File: src/rtl/fifo_sync_buf_cntrl.sv
// -----------------------------------------------------------------------------
// fifo_sync_buf_cntrl
//   Single-clock FIFO buffer for same-domain buffering between the register
//   file, ALU and UART paths. Holds storage plus pointer, occupancy and status
//   management, with programmable almost-full/almost-empty thresholds and
//   sticky overflow/underflow flags.
//
//   Build option:
//     FIFO_SYNC_FWFT_EN  defined   -> first-word-fall-through read port
//                                     (rdata shows the head word
//                                     combinationally, 0 when empty)
//                        undefined -> registered read port, 1-cycle latency
//
//   Ports:
//     wclk          clock, all logic on the rising edge
//     wrst          synchronous active-high reset
//     wclken        write request
//     wdata         write data
//     rclken        read request
//     clr_flags     clears sticky overflow/underflow (a new event wins)
//     rdata         read data
//     count         occupancy, 0..ADDRESS_DEPTH
//     full, empty   count == ADDRESS_DEPTH / count == 0
//     almost_full   count >= AFULL_THRESH
//     almost_empty  count <= AEMPTY_THRESH
//     overflow      sticky: write requested while full
//     underflow     sticky: read requested while empty
// -----------------------------------------------------------------------------
module fifo_sync_buf_cntrl #(
  parameter int DATA_WIDTH    = 8,
  parameter int ADDRESS_WIDTH = 3,
  parameter int ADDRESS_DEPTH = 8,
  parameter int AFULL_THRESH  = 6,
  parameter int AEMPTY_THRESH = 2
) (
  input  logic                     wclk,
  input  logic                     wrst,
  input  logic                     wclken,
  input  logic [DATA_WIDTH-1:0]    wdata,
  input  logic                     rclken,
  input  logic                     clr_flags,
  output logic [DATA_WIDTH-1:0]    rdata,
  output logic [ADDRESS_WIDTH:0]   count,
  output logic                     full,
  output logic                     empty,
  output logic                     almost_full,
  output logic                     almost_empty,
  output logic                     overflow,
  output logic                     underflow
);

  localparam logic [ADDRESS_WIDTH:0] DEPTH_C  = (ADDRESS_WIDTH+1)'(ADDRESS_DEPTH);
  localparam logic [ADDRESS_WIDTH:0] AFULL_C  = (ADDRESS_WIDTH+1)'(AFULL_THRESH);
  localparam logic [ADDRESS_WIDTH:0] AEMPTY_C = (ADDRESS_WIDTH+1)'(AEMPTY_THRESH);

  logic [DATA_WIDTH-1:0]  mem [ADDRESS_DEPTH];
  logic [ADDRESS_WIDTH:0] wptr_p0;
  logic [ADDRESS_WIDTH:0] rptr_p0;
  logic [ADDRESS_WIDTH:0] count_p0;
  logic                   ovf_p0;
  logic                   unf_p0;
  logic                   wa;
  logic                   ra;

  // Occupancy update: a simultaneous accept on both sides cancels out.
  function automatic logic [ADDRESS_WIDTH:0] next_count(
    input logic [ADDRESS_WIDTH:0] c,
    input logic                   w,
    input logic                   r
  );
    case ({w, r})
      2'b10:   next_count = c + 1'b1;
      2'b01:   next_count = c - 1'b1;
      default: next_count = c;
    endcase
  endfunction

  // Acceptance uses the registered flags, so a full FIFO refuses a write
  // even when a read frees a slot in the same cycle (no write-through), and
  // an empty FIFO refuses a read even when a write arrives alongside it.
  assign wa = wclken && !full;
  assign ra = rclken && !empty;

  // Stage p0: pointers, occupancy and sticky flags
  always_ff @(posedge wclk) begin
    if (wrst) begin
      wptr_p0  <= '0;
      rptr_p0  <= '0;
      count_p0 <= '0;
      ovf_p0   <= 1'b0;
      unf_p0   <= 1'b0;
    end else begin
      if (wa) wptr_p0 <= wptr_p0 + 1'b1;
      if (ra) rptr_p0 <= rptr_p0 + 1'b1;
      count_p0 <= next_count(count_p0, wa, ra);
      // A new event takes priority over a clear issued in the same cycle.
      if (wclken && full)  ovf_p0 <= 1'b1;
      else if (clr_flags)  ovf_p0 <= 1'b0;
      if (rclken && empty) unf_p0 <= 1'b1;
      else if (clr_flags)  unf_p0 <= 1'b0;
    end
  end

  // Storage is intentionally not reset; the pointers define what is valid.
  always_ff @(posedge wclk) begin
    if (wa) mem[wptr_p0[ADDRESS_WIDTH-1:0]] <= wdata;
  end

`ifdef FIFO_SYNC_FWFT_EN
  assign rdata = empty ? '0 : mem[rptr_p0[ADDRESS_WIDTH-1:0]];
`else
  logic [DATA_WIDTH-1:0] rdata_p1;

  // Stage p1: registered read port, holds its value between accepted reads
  always_ff @(posedge wclk) begin
    if (wrst)    rdata_p1 <= '0;
    else if (ra) rdata_p1 <= mem[rptr_p0[ADDRESS_WIDTH-1:0]];
  end

  assign rdata = rdata_p1;
`endif

  assign count        = count_p0;
  assign full         = (count_p0 == DEPTH_C);
  assign empty        = (count_p0 == '0);
  assign almost_full  = (count_p0 >= AFULL_C);
  assign almost_empty = (count_p0 <= AEMPTY_C);
  assign overflow     = ovf_p0;
  assign underflow    = unf_p0;

endmodule

File: config.mk
export PLATFORM = sky130hd
export DESIGN_NAME = fifo_sync_buf_cntrl
export DESIGN_NICKNAME = d
export VERILOG_FILES = /design/src/rtl/fifo_sync_buf_cntrl.sv
export SDC_FILE = /design/constraint.sdc
export NUM_CORES = 1
export LEC_CHECK = 0
export CORE_UTILIZATION = 57
export CTS_CLUSTER_DIAMETER = 150
export CTS_CLUSTER_SIZE = 30
export DETAILED_ROUTE_END_ITERATION = 8
export GPL_TIMING_DRIVEN = 0
export PLACE_DENSITY = 0.79
export SLEW_MARGIN = 5
export SYNTH_ARGS = -nofsm -noshare
export SYNTH_HDL_FRONTEND = slang
export SYNTH_SLANG_ARGS = --single-unit
File: constraint.sdc
create_clock -name wclk -period 3.2 [get_ports wclk]
set_clock_uncertainty 0.05 [all_clocks]
set_input_delay 0.48 -clock wclk [delete_from_list [all_inputs] [get_ports wclk]]
set_output_delay 0.48 -clock wclk [all_outputs]
set_load 0.01 [all_outputs]
==> impl_metrics.json <==
{
  "status": "finished, final reports clean",
  "place_hpwl_um": 3932,
  "postRouteAntennaNets": 0,
  "grt_usage": 0.2278,
  "diodes": 0,
  "hold_class": "reg2reg",
  "setup_viol": 0,
  "clock_latency_ns": 0.35,
  "die_w_um": 79.57,
  "wirelength_um": 6118,
  "cap_violations": 0,
  "clock.fmax_mhz": 373.3,
  "r2r_slack_ns": 0.52,
  "cts_tree": "yes",
  "path_clk_slew_ns": 0.08,
  "reg2regPathDepth": 6,
  "ys_types": 37,
  "fin_ws_ns": 0.5211,
  "ys_ff_latch": 84,
  "startpoint_type": "flop",
  "gp_congestion": 0.7950,
  "leakage_uw": 0.001351,
  "relSlewSlack": 0.3546,
  "synthCells": 202,
  "crit_type": "reg2reg",
  "synth_nets": 220,
  "async_reset_ff_frac": 0,
  "via_count": 1818,
  "fin_crit_sh": 0.8372,
  "cts_buffers": 9,
  "cts_sinks": 84,
  "die_area_um2": 6331,
  "rsz0062_at_grt": "false",
  "wl_per_cell_um": 19.12,
  "final-instance-count-excl-fill": 320,
  "final_cell_mix": "64 x edfxtp_1, 30 x clkdlybuf4s50_1, 23 x nor2_1",
  "setup_tns_ns": 0,
  "finalHoldViolCount": 0,
  "cts_resized": 0,
  "drc_errors": 0,
  "port_buffers": 30,
  "top_layer_used": "met4",
  "synth_area_um2": 3430,
  "synth_edf_count": 64,
  "final_max_slew_viol_count": 0,
  "layout-drive-gt1-share": 0.2500,
  "grt_pass1_vias": 1928,
  "rows": 27,
  "postCtsHoldBufs": 0,
  "end_kind": "flop",
  "dp.cells": 304,
  "drt_iter0_drc": 136,
  "crit_fanout": 11,
  "ys.flop_type": "edfxtp_1",
  "wl_met3_um": 409,
  "start_util": 0.6079,
  "core_um2": 5642,
  "syn_to_final_growth_pct": 16.60,
  "min_path_cells": 2,
  "grt_pass1_wl_um": 9956,
  "layout_commonest_cell": "edfxtp_1",
  "die_height_um": 79.57,
  "place_ws_ns": 0.2419,
  "vdd_drop_max_v": 0.0004564,
  "grt_max_degree": 14,
  "worstPathArrival_ns": 2.87,
  "hold_ws_ns": 0.4441,
  "postCtsSetupBuffers": 0,
  "nets": 261,
  "cts-root-buf": "clkbuf_8",
  "cp.required_ns": 3.39,
  "period_minus_slack_ns": 2.679,
  "ys_warn_count": 0,
  "wl_met1_um": 2555,
  "worst_pin_slew_ns": 0.9645,
  "clk_path_buf_depth": 2,
  "ctsHtreeMaxLevel": 3,
  "avgSynthCellArea_um2": 16.98,
  "wl_met2_um": 3076,
  "power.density_nw_per_um2": 750.8,
  "vias_per_cell": 5.681,
  "ys_seq_area_frac": 0.6771,
  "antenna_found_initial": 0,
  "dr.pass1.iters": 4,
  "grt_overflow_total": 0,
  "ioPinCount": 31
}
logic make-up (layout without fill, tap and decap cells):
logic type / after synthesis / count (layout) / share of synthesized area
AO/OA/AOI/OAI: 21 / 21 / 0.05582
multiplexers: 19 / 19 / 0.1142
buffers and inverters: 11 / 57 / 0.02408
adder cells (fa/ha/maj): 5 / 5 / 0.01824
flip-flops: 84 / 84 / 0.6771
AND/OR/NAND/NOR: 56 / 56 / 0.09522
XOR/XNOR: 6 / 6 / 0.01532
Yosys cell counts (2+ instances only):
cell	instances	area share
nand2b_1	2	0.0036
nand3_1	3	0.0044
dfxtp_1	20	0.12
ha_1	5	0.018
a21oi_1	7	0.010
buf_6	2	0.0066
o22ai_2	8	0.029
edfxtp_1	64	0.56
mux2i_1	2	0.0058
nor3_2	8	0.023
nor2b_1	6	0.011
nor2_1	23	0.025
nand2_1	4	0.0044
or3_1	2	0.0036
mux4_2	16	0.11
nor3_1	2	0.0029
xor2_1	5	0.013
buf_2	4	0.0058
through the flow:
stage / utilization / area, µm² / power (µW)
CTS: 0.7088 / 3999 / 3026
finish: 0.7088 / 3999 / 3002
floorplan: - / 3430 / 2022
global route: 0.7088 / 3999 / 3163
global placement: 0.6771 / 3820 / 2356
detailed placement: 0.6789 / 3830 / 2381
path summary, 6_finish.rpt:
kind	start	end
worst min register to register	wptr_p0[0]	wptr_p0[0]
worst max-delay path	count[0]	count[3]
worst max register to register	count[0]	count[3]
worst min-delay path	wptr_p0[0]	wptr_p0[0]
layout make-up:
type	instances	area, µm²
sequential	84	2322
clock buffer	12	145.1
timing repair buffer	30	300.3
fill	369	1643
tap	72	90.09
clock inverter	4	23.77
multi-input combinational	107	1035
inverter	1	3.754
buffer	10	78.83
critical path, stage by stage, from the launching register on:
cell and delay [ns]:
dfxtp_1 0.41, o41a_4 0.55, buf_2 0.24, ha_1 0.40, or3_1 0.40, o32ai_1 0.15, mux2_2 0.37
report_power, final:
group | internal, µW | total (µW) | leakage, µW | switching [µW]
clock | 302 | 660 | 0.0000821 | 359
sequential | 1300 | 1370 | 0.000745 | 75.4
combinational | 509 | 968 | 0.000524 | 458
total | 2110 | 3000 | 0.00135 | 892
state kept, by name, indices dropped and copies added (netlist names):
name,cells
overflow,1
rptr_p0,3
wptr_p0,3
underflow,1
count,4
mem,64
rdata,8
per-layer routing:
layer  GRT usage  up-vias
met2      0.3658       63
met1      0.2958      880
met4      0.1018        0
met5           0        -
li1            -      866
met3     0.05371        9
(Power assumes the default switching activity.)
